[src/rtl/run_ctrl_pkg.sv]
// Shared state encodings and default parameter values for the run-control unit.
package run_ctrl_pkg;

  localparam int unsigned STATE_W         = 2;
  localparam int unsigned PC_W_DEF        = 8;
  localparam int unsigned BP_NUM_DEF      = 2;
  localparam int unsigned STEP_CNT_W_DEF  = 8;
  localparam int unsigned SYNC_STAGES_DEF = 2;
  localparam int unsigned DBNC_W_DEF      = 4;

  typedef enum logic [STATE_W-1:0] {
    ST_RUN      = 2'd0,
    ST_HALT     = 2'd1,
    ST_STEPPING = 2'd2
  } state_e;

endpackage

[src/rtl/run_ctrl_if.sv]
// CPU-side link of the run-control unit: fetch PC, pipeline enable, halt status, regfile debug handshake.
interface run_ctrl_if
  import run_ctrl_pkg::*;
#(
  parameter int unsigned PC_W = PC_W_DEF
);

  logic [PC_W-1:0] cpu_PC;
  logic            cpu_en;
  logic            halted;
  logic            dbg_request;
  logic            dbg_grant;

  modport master (
    output cpu_PC,
    output dbg_request,
    input  cpu_en,
    input  halted,
    input  dbg_grant
  );

  modport slave (
    input  cpu_PC,
    input  dbg_request,
    output cpu_en,
    output halted,
    output dbg_grant
  );

endinterface

[src/rtl/run_ctrl_btn_debounce.sv]
// Synchroniser plus debounce for one async board input; level moves after 2**DBNC_W stable cycles.
module btn_debounce
  import run_ctrl_pkg::*;
#(
  parameter int unsigned SYNC_STAGES = SYNC_STAGES_DEF,
  parameter int unsigned DBNC_W      = DBNC_W_DEF
) (
  input  logic clk,
  input  logic rst_n,
  input  logic din,
  output logic level,
  output logic rise,
  output logic fall
);

  localparam logic [DBNC_W-1:0] CNT_MAX = '1;

  logic [SYNC_STAGES-1:0] sync_q;
  logic [DBNC_W-1:0]      cnt_q;
  logic                   sync_out;

  assign sync_out = sync_q[SYNC_STAGES-1];

  // Any disagreement with the accepted level restarts the stability count.
  always_ff @(posedge clk or negedge rst_n) begin
    if (!rst_n) begin
      sync_q <= '0;
      cnt_q  <= '0;
      level  <= 1'b0;
      rise   <= 1'b0;
      fall   <= 1'b0;
    end else begin
      sync_q[0] <= din;
      for (int i = 1; i < int'(SYNC_STAGES); i++) sync_q[i] <= sync_q[i-1];
      rise <= 1'b0;
      fall <= 1'b0;
      if (sync_out == level) begin
        cnt_q <= '0;
      end else if (cnt_q == CNT_MAX) begin
        cnt_q <= '0;
        level <= sync_out;
        rise  <= sync_out;
        fall  <= !sync_out;
      end else begin
        cnt_q <= cnt_q + 1'b1;
      end
    end
  end

endmodule

[src/rtl/run_ctrl.sv]
// Run-control unit: PAUSE/STEP switches, multi-cycle step bursts, PC breakpoints, halted-only debug grant.
// Breakpoint hardware is present only when RUN_CTRL_BKPT_EN is defined.
module run_ctrl
  import run_ctrl_pkg::*;
#(
  parameter int unsigned PC_W        = PC_W_DEF,
  parameter int unsigned BP_NUM      = BP_NUM_DEF,
  parameter int unsigned STEP_CNT_W  = STEP_CNT_W_DEF,
  parameter int unsigned SYNC_STAGES = SYNC_STAGES_DEF,
  parameter int unsigned DBNC_W      = DBNC_W_DEF
) (
  input  logic                   CLK,
  input  logic                   RST_N,
  input  logic                   PAUSE,
  input  logic                   STEP,
  input  logic [STEP_CNT_W-1:0]  step_count,
  input  logic [BP_NUM-1:0]      bp_en,
  input  logic [BP_NUM*PC_W-1:0] bp_addr,
  output logic [BP_NUM-1:0]      bp_hit,
  run_ctrl_if.slave              rc
);

  logic pause_lvl, pause_rise, pause_fall;
  logic step_lvl, step_rise, step_fall;

  btn_debounce #(.SYNC_STAGES(SYNC_STAGES), .DBNC_W(DBNC_W)) u_pause_dbnc (
    .clk   (CLK),
    .rst_n (RST_N),
    .din   (PAUSE),
    .level (pause_lvl),
    .rise  (pause_rise),
    .fall  (pause_fall)
  );

  btn_debounce #(.SYNC_STAGES(SYNC_STAGES), .DBNC_W(DBNC_W)) u_step_dbnc (
    .clk   (CLK),
    .rst_n (RST_N),
    .din   (STEP),
    .level (step_lvl),
    .rise  (step_rise),
    .fall  (step_fall)
  );

  state_e                state_q, state_n;
  logic [STEP_CNT_W-1:0] cnt_q, cnt_n;
  logic                  bp_mask_q, bp_mask_n;
  logic                  bp_latch_q, bp_latch_n;
  logic [BP_NUM-1:0]     bp_hit_q, bp_hit_n;
  logic                  halted_q, halted_n;
  logic                  dbg_grant_q, dbg_grant_n;
  logic [BP_NUM-1:0]     bp_vec;
  logic                  bp_match;
  logic                  run_en;
  logic                  unused_sigs;

`ifdef RUN_CTRL_BKPT_EN
  always_comb begin
    bp_vec = '0;
    for (int i = 0; i < int'(BP_NUM); i++)
      bp_vec[i] = bp_en[i] && (rc.cpu_PC == bp_addr[i*PC_W +: PC_W]);
  end
  // Mask suppresses the re-hit when resuming at the breakpoint PC itself.
  assign bp_match    = (|bp_vec) && !bp_mask_q;
  assign unused_sigs = ^{pause_rise, step_lvl, step_fall};
`else
  assign bp_vec      = '0;
  assign bp_match    = 1'b0;
  assign unused_sigs = ^{pause_rise, step_lvl, step_fall, pause_fall,
                         bp_en, bp_addr, rc.cpu_PC, bp_mask_q};
`endif

  // Next-state and pipeline-enable decode.
  always_comb begin
    state_n    = state_q;
    cnt_n      = cnt_q;
    bp_mask_n  = bp_mask_q;
    bp_latch_n = bp_latch_q;
    bp_hit_n   = bp_hit_q;
    run_en     = 1'b0;
    case (state_q)
      ST_RUN: begin
        run_en = !bp_match;
        if (bp_match) begin
          state_n    = ST_HALT;
          bp_hit_n   = bp_vec;
          bp_latch_n = 1'b1;
        end
        if (pause_lvl) state_n = ST_HALT;
      end
      ST_HALT: begin
        if (pause_fall) bp_latch_n = 1'b0;
        if (dbg_grant_q) begin
          state_n = ST_HALT;
        end else if (step_rise) begin
          state_n   = ST_STEPPING;
          cnt_n     = (step_count == '0) ? STEP_CNT_W'(1) : step_count;
          bp_mask_n = 1'b1;
        end else if (!pause_lvl && !bp_latch_q) begin
          state_n   = ST_RUN;
          bp_mask_n = 1'b1;
        end
      end
      ST_STEPPING: begin
        run_en = !bp_match;
        if (bp_match) begin
          state_n    = ST_HALT;
          bp_hit_n   = bp_vec;
          bp_latch_n = 1'b1;
        end else begin
          if (cnt_q > STEP_CNT_W'(1)) cnt_n = cnt_q - 1'b1;
          else                        state_n = ST_HALT;
        end
      end
      default: state_n = ST_RUN;
    endcase
    if (run_en) bp_mask_n = 1'b0;
    halted_n    = (state_n == ST_HALT);
    dbg_grant_n = (state_q == ST_HALT) && (state_n == ST_HALT) && rc.dbg_request;
  end

  always_ff @(posedge CLK or negedge RST_N) begin
    if (!RST_N) begin
      state_q     <= ST_RUN;
      cnt_q       <= '0;
      bp_mask_q   <= 1'b0;
      bp_latch_q  <= 1'b0;
      bp_hit_q    <= '0;
      halted_q    <= 1'b0;
      dbg_grant_q <= 1'b0;
    end else begin
      state_q     <= state_n;
      cnt_q       <= cnt_n;
      bp_mask_q   <= bp_mask_n;
      bp_latch_q  <= bp_latch_n;
      bp_hit_q    <= bp_hit_n;
      halted_q    <= halted_n;
      dbg_grant_q <= dbg_grant_n;
    end
  end

  assign rc.cpu_en    = run_en;
  assign rc.halted    = halted_q;
  assign rc.dbg_grant = dbg_grant_q;
  assign bp_hit       = bp_hit_q;

endmodule

[src/flat_wrapper.sv]
// flat-port wrapper written by rule: the top's interface ports become plain ports
module run_ctrl_flat import run_ctrl_pkg::*;
#(
  parameter int unsigned PC_W        = PC_W_DEF,
  parameter int unsigned BP_NUM      = BP_NUM_DEF,
  parameter int unsigned STEP_CNT_W  = STEP_CNT_W_DEF,
  parameter int unsigned SYNC_STAGES = SYNC_STAGES_DEF,
  parameter int unsigned DBNC_W      = DBNC_W_DEF
)
  (CLK, RST_N, PAUSE, STEP, step_count, bp_en, bp_addr, bp_hit, rc_cpu_PC, rc_dbg_request, rc_cpu_en, rc_halted, rc_dbg_grant);
  run_ctrl_if #(.PC_W(PC_W)) rc_i ();
  input  logic CLK;
  input  logic RST_N;
  input  logic PAUSE;
  input  logic STEP;
  input  logic [STEP_CNT_W-1:0] step_count;
  input  logic [BP_NUM-1:0] bp_en;
  input  logic [BP_NUM*PC_W-1:0] bp_addr;
  output logic [BP_NUM-1:0] bp_hit;
  input wire logic [$bits(rc_i.cpu_PC)-1:0] rc_cpu_PC;
  input wire logic [$bits(rc_i.dbg_request)-1:0] rc_dbg_request;
  output wire logic [$bits(rc_i.cpu_en)-1:0] rc_cpu_en;
  output wire logic [$bits(rc_i.halted)-1:0] rc_halted;
  output wire logic [$bits(rc_i.dbg_grant)-1:0] rc_dbg_grant;
  assign rc_i.cpu_PC = rc_cpu_PC;
  assign rc_i.dbg_request = rc_dbg_request;
  assign rc_cpu_en = rc_i.cpu_en;
  assign rc_halted = rc_i.halted;
  assign rc_dbg_grant = rc_i.dbg_grant;
  run_ctrl #(.PC_W(PC_W), .BP_NUM(BP_NUM), .STEP_CNT_W(STEP_CNT_W), .SYNC_STAGES(SYNC_STAGES), .DBNC_W(DBNC_W)) u_core (.CLK(CLK), .RST_N(RST_N), .PAUSE(PAUSE), .STEP(STEP), .step_count(step_count), .bp_en(bp_en), .bp_addr(bp_addr), .bp_hit(bp_hit), .rc(rc_i));
endmodule
[config.mk]
export PLATFORM = sky130hd
export DESIGN_NAME = run_ctrl_flat
export DESIGN_NICKNAME = d
export VERILOG_FILES = /design/src/rtl/run_ctrl_pkg.sv /design/src/rtl/run_ctrl_if.sv /design/src/rtl/run_ctrl_btn_debounce.sv /design/src/rtl/run_ctrl.sv /design/src/flat_wrapper.sv
export SDC_FILE = /design/constraint.sdc
export NUM_CORES = 1
export LEC_CHECK = 0
export BUFFER_PORTS_ARGS = -buffer_cell sky130_fd_sc_hd__buf_2
export CORE_UTILIZATION = 45
export CTS_CLUSTER_SIZE = 8
export DETAILED_ROUTE_END_ITERATION = 6
export GPL_ROUTABILITY_DRIVEN = 0
export PLACE_DENSITY = 0.73
export SLEW_MARGIN = 5
export SYNTH_ARGS = -nofsm -noshare
export SYNTH_HDL_FRONTEND = slang
export SYNTH_SLANG_ARGS = --single-unit
[constraint.sdc]
create_clock -name CLK -period 1.8 [get_ports CLK]
set_input_delay 0 -clock CLK [delete_from_list [all_inputs] [get_ports CLK]]
set_output_delay 0 -clock CLK [all_outputs]
set_load 0.005 [all_outputs]
**After elaboration in Yosys (flattened, before gate mapping)**

Index checks and enable logic that the tools add are counted.
W data, S select, Z words.

- Flip-flop bits (word level): 27
- Bits in latches: 0
- Memory bits (writable): 0
- ROM bits: 0
- Bits of input ports: 39
- Output and inout port bits: 5
- Word-level logic and storage cells: 54
- Memories kept: 0

- $add $sub $neg: 3
- Multiply operators: 0
- Divide/modulo/power cells: 0
- Magnitude comparators: 1
- Equal/unequal tests: 10
- Shift-type cells: 0
- Mux-type cells: 18
- Bitwise operators: 2
- Reductions and logical operators: 9

Operator list:

| operator | number |
|---|---|
| $mux W8 | 4 |
| $mux W4 | 4 |
| $pmux W8 S2 | 1 |
| $mux W2 | 5 |
| $add A4 B1 Y4 const B | 2 |
| $eq A4 B4 Y1 const B | 2 |
| $gt A8 B1 Y1 const B | 1 |
| $logic_not A8 Y1 | 1 |
| $sub A8 B1 Y8 const B | 1 |
| $pmux W2 S3 | 1 |
| $eq A2 B1 Y1 const B | 2 |
| $ne A2 B2 Y1 const B | 2 |
| $reduce_and A2 Y1 | 2 |
| $reduce_and A4 Y1 | 1 |
| $mux W1 | 3 |
| $eq A1 B1 Y1 | 2 |
| $eq A2 B2 Y1 const B | 1 |
| $logic_and A1 B1 Y1 | 2 |
| $logic_not A2 Y1 | 1 |
| $ne A2 B1 Y1 const B | 1 |
| $not A1 Y1 | 2 |
| $reduce_bool A2 Y1 | 1 |
| $reduce_or A2 Y1 | 1 |

**Longest topological paths before layout**

Gate-level depths: netlist of run 1.

- Word-level depth: 7
- Mapped depth: 7
- Depth with buffers taken out: 7

**Hierarchy**

From an unflattened synthesis of run 1, not the netlist that was laid out.

- Cells, all modules: 128
- Area, all modules: 1,465.2 um^2

By module, submodules not included:

| module | instances | cells an instance | area each (um^2) | sequential area each (um^2) |
|---|---|---|---|---|
| run_ctrl | 1 | 84 | 794.5 | 300.3 |
| btn_debounce | 2 | 22 | 335.3 | 225.2 |

**Worst setup path before layout of run 1**

No wires, ideal clock.

- Kind: reg-to-reg
- Start: register u_core.cnt_q[0]
- End: register u_core.cnt_q[3]
- Setup time: 116 ps
- Arrival: 1,439 ps
- Required time: 1,684 ps
- Path slack: 245 ps
- Stages on the path, launching flop included: 6
- Buffers on the path: 0
- Period minus slack after synthesis: 1,555 ps
- Cells stage by stage: dfrtp_1 inv_1 ha_1 or2_2 and3_2 o311ai_0

- Word-level cells in the longest chain between the ends: 3
- Elaborated cells between the ends (all ways): 6
- Those cells by class: 1 x add/sub; 1 x order compare; 1 x eq/ne; 2 x mux; 1 x reduce/logical

RTL lines:

| item | line | text |
|---|---|---|
| start: declaration | run_ctrl.sv:45 | `logic [STEP_CNT_W-1:0] cnt_q, cnt_n;` |
| start signal: assignment | run_ctrl.sv:132 | `cnt_q <= cnt_n;` |
| $sub A8 B1 Y8 or $gt A8 B1 Y1 (tied branches) | run_ctrl.sv:110 | `if (cnt_q > STEP_CNT_W'(1)) cnt_n = cnt_q - 1'b1;` |
| $mux W8 or $ne A2 B1 Y1 (tied branches) | - |  |
| $pmux W8 S2 or $reduce_and A4 Y1 (tied branches) | - |  |

Parallel ways exist; a longest one is shown, timed or not. The select of a mux whose other input is x is not followed.
A chain may end at the register's enable or synchronous reset.

**Worst setup path after layout of run 1**

- Start: register u_core.cnt_q[0]
- End: register u_core.cnt_q[5]

Same word-level chain as after synthesis.

==> results of run 1 <==
per-stage QoR:
stage / instances / power [mW]
6_report: 178 / 0.9710
5_1_grt: 178 / 1.018
4_1_cts: 177 / 0.9860
3_5_place_dp: 164 / 0.7132
3_3_place_gp: 164 / 0.7088
2_1_floorplan: 120 / 0.6807
how the worst max path moves through the flow:
stage	start	cells past startpoint	endpoint	slack, ns
3_5_place_dp	u_core.cnt_q[0]	5	u_core.cnt_q[2]	0.11
5_1_grt	u_core.cnt_q[0]	5	u_core.cnt_q[2]	-0.004
6_report	u_core.cnt_q[0]	5	u_core.cnt_q[5]	0.10
4_1_cts	u_core.cnt_q[0]	5	u_core.cnt_q[3]	0.09
3_3_place_gp	u_core.cnt_q[0]	5	u_core.cnt_q[2]	0.14
2_1_floorplan	u_core.cnt_q[0]	5	u_core.cnt_q[3]	0.25
cells in the final DEF (no fill, tap or decap), types with 3 or more instances in the layout:
| cell | netlist | final |
|---|---|---|
| sky130_fd_sc_hd__o21ai_0 | 4 | 4 |
| sky130_fd_sc_hd__buf_2 | 0 | 15 |
| sky130_fd_sc_hd__nand3_1 | 5 | 5 |
| sky130_fd_sc_hd__nand2_1 | 4 | 4 |
| sky130_fd_sc_hd__clkbuf_4 | 0 | 3 |
| sky130_fd_sc_hd__xnor2_1 | 4 | 4 |
| sky130_fd_sc_hd__inv_1 | 6 | 6 |
| sky130_fd_sc_hd__a21oi_1 | 9 | 9 |
| sky130_fd_sc_hd__dfrtp_1 | 27 | 27 |
| sky130_fd_sc_hd__ha_1 | 4 | 4 |
| sky130_fd_sc_hd__o311ai_0 | 4 | 3 |
| sky130_fd_sc_hd__nor3b_1 | 5 | 5 |
| sky130_fd_sc_hd__dlygate4sd3_1 | 0 | 9 |
| sky130_fd_sc_hd__nor2_1 | 7 | 7 |
| sky130_fd_sc_hd__nor2b_1 | 4 | 4 |
critical path: cells and delay by family, from the launching register on:
family	cells	cell delay (ns)
flip-flops	1	0.45
AO/OA/AOI/OAI	2	0.46
AND/OR/NAND/NOR	2	0.54
buffers and inverters	1	0.15
layout make-up:
| class | count | area [µm²] | share of cell area |
|---|---|---|---|
| repair buffers | 26 | 180.2 | 0.1163 |
| inverters | 7 | 26.28 | 0.01696 |
| clock buffers | 3 | 22.52 | 0.01454 |
| flip-flops and latches | 27 | 675.6 | 0.4362 |
| clock inverters | 1 | 5.005 | 0.003231 |
| multi-input cells | 83 | 600.6 | 0.3877 |
| well taps | 31 | 38.79 | 0.02504 |
state kept, by name (all words and copies together) (netlist names):
signal / count
u_core.u_pause_dbnc.sync_q: 2
u_core.rc.halted: 1
u_core.cnt_q: 8
u_core.u_step_dbnc.cnt_q: 4
u_core.u_step_dbnc.level: 1
u_core.state_q: 2
u_core.u_pause_dbnc.level: 1
u_core.u_step_dbnc.rise: 1
u_core.u_step_dbnc.sync_q: 2
u_core.rc.dbg_grant: 1
u_core.u_pause_dbnc.cnt_q: 4
metal layers:
layer  routed length, µm  vias up  track usage
li1                    -      487            -
met1                1157      485       0.2006
met2                1138       22       0.2959
met3                  68        6      0.04186
met4                  58        0      0.05226
met5                   0        -            0
what timing repair did:
item,CTS,global route
hold endpoints to repair,35,0
buffers inserted,0,1
endpoints found under the setup margin,0,4
hold buffers,9,0
gates resized for setup,0,2
power breakdown:
part | total (mW) | internal [mW] | switching (mW) | leakage, nW
combinational | 0.0781 | 0.0414 | 0.0368 | 0.351
sequential | 0.639 | 0.623 | 0.0156 | 0.334
clock | 0.254 | 0.0832 | 0.171 | 0.0177
total | 0.971 | 0.748 | 0.223 | 0.703
cells by family after synthesis:
kind of cell / count (synthesis) / share of synthesized area
flip-flops: 27 / 0.5143
XOR/XNOR: 5 / 0.03333
multiplexers: 4 / 0.03238
AND/OR/NAND/NOR: 39 / 0.1876
other: 1 / 0.002854
AO/OA/AOI/OAI: 29 / 0.1571
adder cells (fa/ha/maj): 4 / 0.03810
buffers and inverters: 10 / 0.03428
==> Flow_metrics.wiki, run 1 <==
{| class="wikitable"
! Metric !! Value
|-
| Average size of a mapped cell || 11.04 µm²
|-
| Count of nets after finishing || 191
|-
| Number of iterations in the first detailed-routing pass || 4
|-
| DR DRC count || 0
|-
| Hold WS || 0.01567 ns
|-
| Initial Util || 0.4764
|-
| Power Density || 626.9 nW/µm²
|-
| Outcome || completed
|-
| Worst r2r path cells || 5
|-
| CP max stage cell || sky130_fd_sc_hd__dfrtp_1
|-
| Warnings from Yosys || 0
|-
| Capture endpoint of the worst hold path || u_core.cnt_q[6]
|-
| Ys flop type || sky130_fd_sc_hd__dfrtp_1
|-
| Routed Antenna Nets || 0
|-
| Worst Hold Path Cells || 3
|-
| Count of pins on the block boundary || 44
|-
| Required time at the endpoint of the critical path || 2.01 ns
|-
| Signal arrival time at the worst endpoint || 1.90 ns
|-
| Height of the die || 56.03 µm
|-
| Worst Skew || 0.006397 ns
|-
| Total placed instance area || 1420 µm²
|-
| Layout cell share with drive strength beyond 1 || 0.2109
|-
| Syn Inst Count || 119
|-
| R2R Path End || u_core.cnt_q[5]
|-
| Number of antenna repair diodes || 0
|-
| Post-synthesis cell area || 1314 µm²
|-
| Share of flip-flops with an asynchronous set or reset after synthesis || 1.000
|-
| Number of buffers between clock root and the deepest sink || 2
|-
| Area growth from synthesis to final layout || 17.91%
|-
| Total clock sinks || 27
|-
| Number of slew-limit violations in the final report || 0
|-
| GRT Util Overall || 0.1679
|-
| Library cells used by synthesis || 40
|-
| Maximum number of pins on one net before global-route repair || 28
|-
| Cells traversed along the worst timing path || buf_4, nor3_1, nand3_1, o311ai_0, o21ai_0
|-
| Worst relative slew slack || 0.6039
|-
| Class of the tightest hold or removal check || primary input to flop
|-
| Total core area || 2758 µm²
|-
| Maximum vdd ir drop || 0.0006184 V
|-
| Class of the most critical setup path || flop to flop
|-
| Wire length per cell || 13.61 µm
|-
| Sequential cell area fraction in the yosys report || 0.5143
|-
| DPL Wire Length || 1.676 mm
|-
| Slowest stage delay, CP || 0.45 ns
|-
| Most frequent cells after synthesis || sky130_fd_sc_hd__dfrtp_1 (27), sky130_fd_sc_hd__a21oi_1 (9), sky130_fd_sc_hd__nor2_1 (7), sky130_fd_sc_hd__inv_1 (6)
|-
| Number of antenna violations at the first check in global routing || 0
|-
| Wire length of the first global-routing pass || 4.181 mm
|-
| Number of filler cells placed in the layout || 239
|-
| CTS Root Cell || sky130_fd_sc_hd__clkbuf_4
|-
| Number of vias after detailed routing || 1000
|-
| Worst reg2reg setup slack || 0.10 ns
|-
| Final worst-path setup slack || 0.1011 ns
|-
| Share of Yosys cell area claimed by the top area cell type || 0.5143
|-
| Setup violators final || 0
|-
| Total Routed Length || 2.422 mm
|-
| Leading cell types by total area after synthesis || sky130_fd_sc_hd__dfrtp_1 (51%), sky130_fd_sc_hd__ha_1 (3.8%), sky130_fd_sc_hd__a21oi_1 (3.4%)
|-
| Clock slew seen by the registers of the worst setup and hold paths || 0.14 ns
|-
| Post-layout util || 0.5617
|-
| Max-cap violation count || 0
|-
| Fmax || 588.6 MHz
|-
| Total of buffers placed on input and output ports || 15
|-
| FF+latch count, synth || 27
|-
| Clock tree from TritonCTS || yes
|-
| Total clock buffers created by CTS || 3
|-
| Number of vias per cell || 5.618
|-
| Final setup TNS || 0 ns
|-
| Slew of the pin with the lowest slew margin || 0.5941 ns
|-
| Iteration-0 DRC Markers || 18
|-
| Aggregate global routing overflow || 0
|-
| HP Start || step_count[6]
|-
| Final Cell Area || 1549 µm²
|-
| Leakage || 0.7032 nW
|-
| Kind of capture point of the worst setup path || flop
|-
| Worst R2R Start || u_core.cnt_q[0]
|-
| Critical Path Source Type || flop
|-
| DIE AREA || 3139 µm²
|-
| Horizontal die dimension || 56.03 µm
|-
| Largest driver fanout on the critical path || 5
|-
| Pre-CTS worst setup slack || 0.1147 ns
|-
| Final Hold Viols || 0
|-
| Min cycle time layout || 1.699 ns
|-
| Cell accounting for the most synthesized area || sky130_fd_sc_hd__dfrtp_1
|-
| Count leader, synth || sky130_fd_sc_hd__dfrtp_1
|-
| Vias in the first global route || 1011
|-
| Fraction of the cycle the final worst path needs || 0.9438
|-
| Number of levels the H-tree was split into || 1
|-
| Clock latency on the worst-skew pair || 0.32 ns
|-
| EDFF count, synth || 0
|-
| Site Rows || 19
|}
No activity file was read; power rests on OpenSTA's default activity.
==> run 2, diff against run 1 <==
Clock period 1.8 ns to 2.1 ns, I/O delays scaled along.
==> run 2 against run 1 <==
Compared with the run above: flip-flop and latch count did not move; power decreased by 16%; clock power decreased by 18%; critical path depth down 1; maximum frequency decreased by 0.73%; sequential share of layout area is 0.86 points higher; global-route usage fell by 0.86 points; combinational power shrank 18%; highest routed layer unchanged.
==> Flow_metrics.wiki, run 2 (synthesized netlist as in run 1, its figures left out) <==
{| class="wikitable"
! Metric !! Value
|-
| Aggregate global routing overflow || 0 (unchanged)
|-
| Largest driver fanout on the critical path || 7 (+2)
|-
| Max-cap violation count || 0 (unchanged)
|-
| Number of slew-limit violations in the final report || 0 (unchanged)
|-
| Signal arrival time at the worst endpoint || 1.91 ns (about the same)
|-
| Outcome || completed
|-
| Vias in the first global route || 929 (-8.1%)
|-
| DIE AREA || 3139 µm² (unchanged)
|-
| Initial Util || 0.4764 (unchanged)
|-
| Setup violators final || 0 (unchanged)
|-
| Iteration-0 DRC Markers || 30 (+12)
|-
| Wire length per cell || 13.22 µm (-2.8%)
|-
| Number of levels the H-tree was split into || 1 (unchanged)
|-
| Final Hold Viols || 0 (unchanged)
|-
| Worst Skew || 0.008005 ns (+0.001607 ns)
|-
| Clock tree from TritonCTS || yes
|-
| Number of vias per cell || 5.571 (-0.83%)
|-
| Fraction of met2 tracks used by global routing || 0.2687 (-0.02721)
|-
| Met3 Use GR || 0.04186 (unchanged)
|-
| Total placed instance area || 1413 µm² (-0.53%)
|-
| Post-layout util || 0.5508 (-0.01089)
|-
| Final worst-path setup slack || 0.3886 ns (+0.2874 ns)
|-
| Met1 usage in global routing || 0.2030 (+0.002422)
|-
| Leakage || 0.6861 nW (-2.4%)
|-
| Worst relative slew slack || 0.6200 (+0.01602)
|-
| Pre-CTS worst setup slack || 0.4052 ns (+0.2906 ns)
|-
| Number of iterations in the first detailed-routing pass || 5 (+1)
|-
| Horizontal die dimension || 56.03 µm (unchanged)
|-
| Slew of the pin with the lowest slew margin || 0.5700 ns (-0.02404 ns)
|-
| Total clock buffers created by CTS || 3 (unchanged)
|-
| Power Density || 539.9 nW/µm² (-14%)
|-
| Leading cell types in the layout, fill and taps excluded || sky130_fd_sc_hd__dfrtp_1 (27), sky130_fd_sc_hd__buf_2 (15), sky130_fd_sc_hd__a21oi_1 (9)
|-
| CTS Root Cell || sky130_fd_sc_hd__clkbuf_4
|-
| Critical Path Source Type || flop
|-
| Number of vias after detailed routing || 975 (-2.5%)
|-
| Number of antenna repair diodes || 0 (unchanged)
|-
| Required time at the endpoint of the critical path || 2.29 ns (+0.28 ns)
|-
| Maximum vdd ir drop || 0.0005276 V (-15%)
|-
| DR DRC count || 0 (unchanged)
|-
| Count of nets after finishing || 188 (-1.6%)
|-
| Area growth from synthesis to final layout || 15.62%
|-
| Class of the most critical setup path || flop to flop
|-
| GRT Util Overall || 0.1593 (-0.008578)
|-
| Final Cell Area || 1519 µm² (-1.9%)
|-
| Fmax || 584.3 MHz (-0.73%)
|-
| Fraction of the cycle the final worst path needs || 0.8150 (-0.1288)
|-
| Routed Antenna Nets || 0 (unchanged)
|-
| Total clock sinks || 27 (unchanged)
|-
| Min cycle time layout || 1.711 ns (+0.01257 ns)
|-
| Kind of capture point of the worst setup path || flop
|-
| Maximum number of pins on one net before global-route repair || 28 (unchanged)
|-
| Number of gates resized after cts || 0 (unchanged)
|-
| Total core area || 2758 µm² (unchanged)
|-
| Largest reg by FF count || u_core.cnt_q
|-
| Count of pins on the block boundary || 44 (unchanged)
|-
| Flip-flop count of the largest register, all copies and words added || 8 (unchanged)
|-
| Clock latency on the worst-skew pair || 0.31 ns (about the same)
|-
| Total of buffers placed on input and output ports || 15 (unchanged)
|-
| Site Rows || 19 (unchanged)
|-
| Class of the tightest hold or removal check || primary input to flop
|-
| Regs by FF count || u_core.cnt_q x8, u_core.u_pause_dbnc.cnt_q x4, u_core.u_step_dbnc.cnt_q x4
|-
| Busiest layer in global routing || met2
|-
| RSZ-0062 raised after global routing || no
|-
| Total Routed Length || 2.314 mm (-4.5%)
|-
| Number of antenna violations at the first check in global routing || 0 (unchanged)
|-
| Clock slew seen by the registers of the worst setup and hold paths || 0.13 ns (about the same)
|-
| Height of the die || 56.03 µm (unchanged)
|-
| Final setup TNS || 0 ns (unchanged)
|-
| Commonest non-fill, non-tap cell in the layout || sky130_fd_sc_hd__dfrtp_1
|-
| DPL Wire Length || 1.669 mm (-0.41%)
|-
| Wire length of the first global-routing pass || 3.939 mm (-5.8%)
|-
| Number of buffers between clock root and the deepest sink || 2 (unchanged)
|-
| Layout cell share with drive strength beyond 1 || 0.1875 (-0.02338)
|}
## run 2: final timing paths
check / startpoint / endpoint / slack [ns] / depth (start not counted)
max: u_core.cnt_q[2] / u_core.cnt_q[5] / 0.39 / 4
min: step_count[6] / u_core.cnt_q[6] / 0.02 / 3
max reg2reg: u_core.cnt_q[2] / u_core.cnt_q[5] / 0.39 / 4
min reg2reg: u_core.u_step_dbnc.sync_q[0] / u_core.u_step_dbnc.sync_q[1] / 0.36 / 0
max in group asynchronous: RST_N / u_core.u_step_dbnc.cnt_q[1] / 1.52 / 2
min in group asynchronous: RST_N / u_core.u_pause_dbnc.cnt_q[3] / 0.20 / 2
## run 2: area by class of cell
class | count | area, µm²
Clock buffer | 4 | 26.28
Sequential cell | 27 | 675.6
Inverter | 7 | 26.28
Fill cell | 241 | 1239
Multi-Input combinational cell | 83 | 596.8
Tap cell | 31 | 38.79
Timing Repair Buffer | 23 | 155.1
## run 2: repair_timing
| action | 4_1_cts | 5_1_grt |
|---|---|---|
| hold buffers | 8 | 0 |
| endpoints found under the hold margin | 34 | 0 |
| buffers inserted | 0 | 0 |
## run 2: worst max-delay path: stages (launching register included)
cell	delay, ns
sky130_fd_sc_hd__dfrtp_1	0.49
sky130_fd_sc_hd__nor3_1	0.43
sky130_fd_sc_hd__nand3_1	0.24
sky130_fd_sc_hd__o311ai_0	0.31
sky130_fd_sc_hd__o21ai_0	0.14
## run 2: metal layers
layer | vias up | share of wire | routed length [µm]
met2 | 16 | 0.51 | 1175
met3 | 2 | 0.033 | 77
met1 | 476 | 0.45 | 1040
met5 | - | 0 | 0
li1 | 481 | - | -
met4 | 0 | 0.0091 | 21
## run 2: stage by stage
step	hold WS, ns	total power [mW]	cells
finish	0.02177	0.8201	175
global route	0.03459	0.8637	175
CTS	0.006173	0.8386	175
detailed placement	0.03344	0.6105	163
global placement	0.03254	0.6077	163
floorplan	-0.2956	0.5835	120
## run 2: power by group
part           internal, mW  leakage, nW  switching (mW)
logic                0.0341        0.337          0.0303
clock network        0.0741       0.0150           0.134
registers             0.534        0.334          0.0131
==> run 3, diff against run 2 <==
Settings changed: CORE_UTILIZATION 45 to 44, PLACE_DENSITY 0.73 to 0.74.
Clock period 2.1 ns to 1.53 ns, I/O delays scaled along.
==> run 3 against run 2 <==
Compared with the run above: critical endpoint is now u_core.cnt_q[1]; power grew 40%; the flow now finishes with violations (negative setup slack); worst setup slack lost 0.42 ns; largest power group unchanged; register-to-register slack lost 0.42 ns; die area grew 2.2%; final cell count grew 9.7%.
==> Flow_metrics.wiki, run 3 (synthesized netlist as in run 1, its figures left out) <==
{| class="wikitable"
! Metric !! Value
|-
| Outcome || finished with violations
|-
| Violations in the final reports || negative setup slack
|-
| Wire length of the first global-routing pass || 4.623 mm (+17%)
|-
| Slew of the pin with the lowest slew margin || 0.5938 ns (+0.02377 ns)
|-
| Worst r2r path cells || 7 (+3)
|-
| Flip-flop count of the largest register, all copies and words added || 8 (unchanged)
|-
| Count of pins on the block boundary || 44 (unchanged)
|-
| Final worst-path setup slack || -0.02839 ns (-0.4169 ns)
|-
| Capture point of the critical path || u_core.cnt_q[1]
|-
| Total clock buffers created by CTS || 3 (unchanged)
|-
| Fmax || 641.7 MHz (+9.8%)
|-
| Final Instance Count excl. Fillers || 192 (+9.7%)
|-
| DR DRC count || 0 (unchanged)
|-
| Number of iterations in the first detailed-routing pass || 4 (-1)
|-
| RSZ-0062 raised after global routing || yes
|-
| Largest driver fanout on the critical path || 4 (-3)
|-
| Leakage || 0.7646 nW (+11%)
|-
| Clock latency on the worst-skew pair || 0.32 ns (about the same)
|-
| Setup violators final || 2 (+2)
|-
| CTS Root Cell || sky130_fd_sc_hd__clkbuf_4
|-
| Area growth from synthesis to final layout || 28.67%
|-
| Maximum vdd ir drop || 0.0006364 V (+21%)
|-
| Horizontal die dimension || 56.64 µm (+1.1%)
|-
| Class of the most critical setup path || flop to flop
|-
| Worst R2R Start || u_core.cnt_q[0]
|-
| Initial Util || 0.4723 (-0.004072)
|-
| Leading cell types in the layout, fill and taps excluded || sky130_fd_sc_hd__dfrtp_1 (27), sky130_fd_sc_hd__buf_4 (16), sky130_fd_sc_hd__buf_2 (15)
|-
| R2R Path End || u_core.cnt_q[1]
|-
| Power Density || 677.4 nW/µm² (+25%)
|-
| DPL Wire Length || 1.947 mm (+17%)
|-
| Largest reg by FF count || u_core.cnt_q
|-
| Min cycle time layout || 1.558 ns (-0.1531 ns)
|-
| Routed Antenna Nets || 0 (unchanged)
|-
| Fraction of the cycle the final worst path needs || 1.019 (+0.2036)
|-
| Final Hold Viols || 0 (unchanged)
|-
| Height of the die || 56.64 µm (+1.1%)
|-
| Maximum number of pins on one net before global-route repair || 28 (unchanged)
|-
| Iteration-0 DRC Markers || 37 (+23%)
|-
| Critical Path Source Type || flop
|-
| Number of antenna violations at the first check in global routing || 0 (unchanged)
|-
| Final setup TNS || -0.03041 ns (-0.03041 ns)
|-
| Total Routed Length || 2.724 mm (+18%)
|-
| DIE AREA || 3208 µm² (+2.2%)
|-
| Kind of capture point of the worst setup path || flop
|-
| Count of nets after finishing || 205 (+9.0%)
|-
| Site Rows || 19 (unchanged)
|-
| Commonest non-fill, non-tap cell in the layout || sky130_fd_sc_hd__dfrtp_1
|-
| PnR Total Power || 1.145 mW (+40%)
|-
| Total of buffers placed on input and output ports || 15 (unchanged)
|-
| Vias in the first global route || 1105 (+19%)
|-
| Number of filler cells placed in the layout || 233 (-3.3%)
|-
| Number of antenna repair diodes || 0 (unchanged)
|-
| Hold WS || 0.02571 ns (+0.003942 ns)
|-
| GRT Util Overall || 0.1857 (+0.02637)
|-
| Clock slew seen by the registers of the worst setup and hold paths || 0.13 ns (about the same)
|-
| Placed cell count || 173 (+6.1%)
|-
| Number of vias per cell || 5.370 (-3.6%)
|-
| Wire length per cell || 14.19 µm (+7.3%)
|-
| Total core area || 2781 µm² (+0.86%)
|-
| Worst Skew || 0.007048 ns (-0.0009567 ns)
|-
| Required time at the endpoint of the critical path || 1.77 ns (-0.52 ns)
|-
| Number of vias after detailed routing || 1031 (+5.7%)
|-
| Worst relative slew slack || 0.6041 (-0.01584)
|-
| Worst reg2reg setup slack || -0.03 ns (-0.42 ns)
|-
| Signal arrival time at the worst endpoint || 1.80 ns (-0.11 ns)
|-
| Total clock sinks || 27 (unchanged)
|-
| Number of buffers between clock root and the deepest sink || 2 (unchanged)
|-
| Number of slew-limit violations in the final report || 0 (unchanged)
|-
| Clock tree from TritonCTS || yes
|-
| Aggregate global routing overflow || 0 (unchanged)
|-
| Class of the tightest hold or removal check || primary input to flop
|-
| Number of levels the H-tree was split into || 1 (unchanged)
|-
| Regs by FF count || u_core.cnt_q x8, u_core.u_pause_dbnc.cnt_q x4, u_core.u_step_dbnc.cnt_q x4
|-
| Max-cap violation count || 0 (unchanged)
|-
| Layout cell share with drive strength beyond 1 || 0.3106 (+0.1231)
|-
| Launching element of the worst setup path || u_core.cnt_q[0]
|}
[run 3: cell types whose count changed in the layout (fill, tap and decap cells not counted), moves of 2 or more]
cell / change
sky130_fd_sc_hd__inv_1: -2
sky130_fd_sc_hd__inv_2: +2
sky130_fd_sc_hd__ha_1: -2
sky130_fd_sc_hd__o311ai_0: -3
sky130_fd_sc_hd__buf_4: +16
sky130_fd_sc_hd__o311ai_1: +3
[run 3: worst min-delay path by stage]
stage	to	slack, ns	cells past startpoint	from
after floorplan	u_core.cnt_q[0]	-0.30	0	RST_N
after global placement	u_core.u_pause_dbnc.cnt_q[2]	0.03	1	RST_N
after detailed placement	u_core.u_pause_dbnc.cnt_q[2]	0.04	1	RST_N
after CTS	u_core.cnt_q[1]	0.003	3	step_count[1]
after global routing	u_core.cnt_q[1]	0.04	3	step_count[1]
final	u_core.cnt_q[1]	0.03	3	step_count[1]
[run 3: final cells by class]
type                            instances  area, µm²  area share
Sequential cell                        27      675.6      0.3997
Multi-Input combinational cell         83      638.1      0.3775
Timing Repair Buffer                   40      285.3      0.1688
Tap cell                               31      38.79     0.02295
Clock buffer                            4      26.28     0.01554
Inverter                                7      26.28     0.01554
[run 3: report_power, final]
part           total (mW)  internal (mW)  switching [mW]
registers           0.751          0.733          0.0179
clock network       0.298          0.102           0.196
logic              0.0960         0.0504          0.0457
[run 3: timing repair]
action                                  CTS  global route
pin swaps                                 4             6
hold buffers                              9             0
endpoints found under the hold margin    35             0
buffers inserted                          3             3
endpoints found under the setup margin    8             9
resized for setup                         3            11
[run 3: per-stage QoR]
step                      instance area (µm²)  worst slack [ns]  utilization
final                                    1690          -0.02839       0.6077
after global routing                     1690          -0.09869       0.6077
after CTS                                1638           0.01690       0.5888
after detailed placement                 1490          -0.03561       0.5358
after global placement                   1490           0.01428       0.5358
after floorplan                          1320           0.04739            -
[run 3: worst max-delay path, stage by stage (launching register included)]
cell                      delay [ns]
sky130_fd_sc_hd__dfrtp_1        0.42
sky130_fd_sc_hd__inv_2          0.06
sky130_fd_sc_hd__ha_4           0.15
sky130_fd_sc_hd__or2_4          0.26
sky130_fd_sc_hd__a31oi_4        0.24
sky130_fd_sc_hd__nor2_4         0.08
sky130_fd_sc_hd__inv_2          0.08
sky130_fd_sc_hd__mux2i_1        0.18
[run 3: per-layer routing]
metal  share of wire  vias up  routed length, µm  global-route usage
met1            0.44      494               1210              0.2227
met5               0        -                  0                   0
li1                -      513                  -                   -
met4           0.028        0                 77              0.1010
met3           0.027        6                 74             0.04608
met2            0.50       18               1362              0.3042
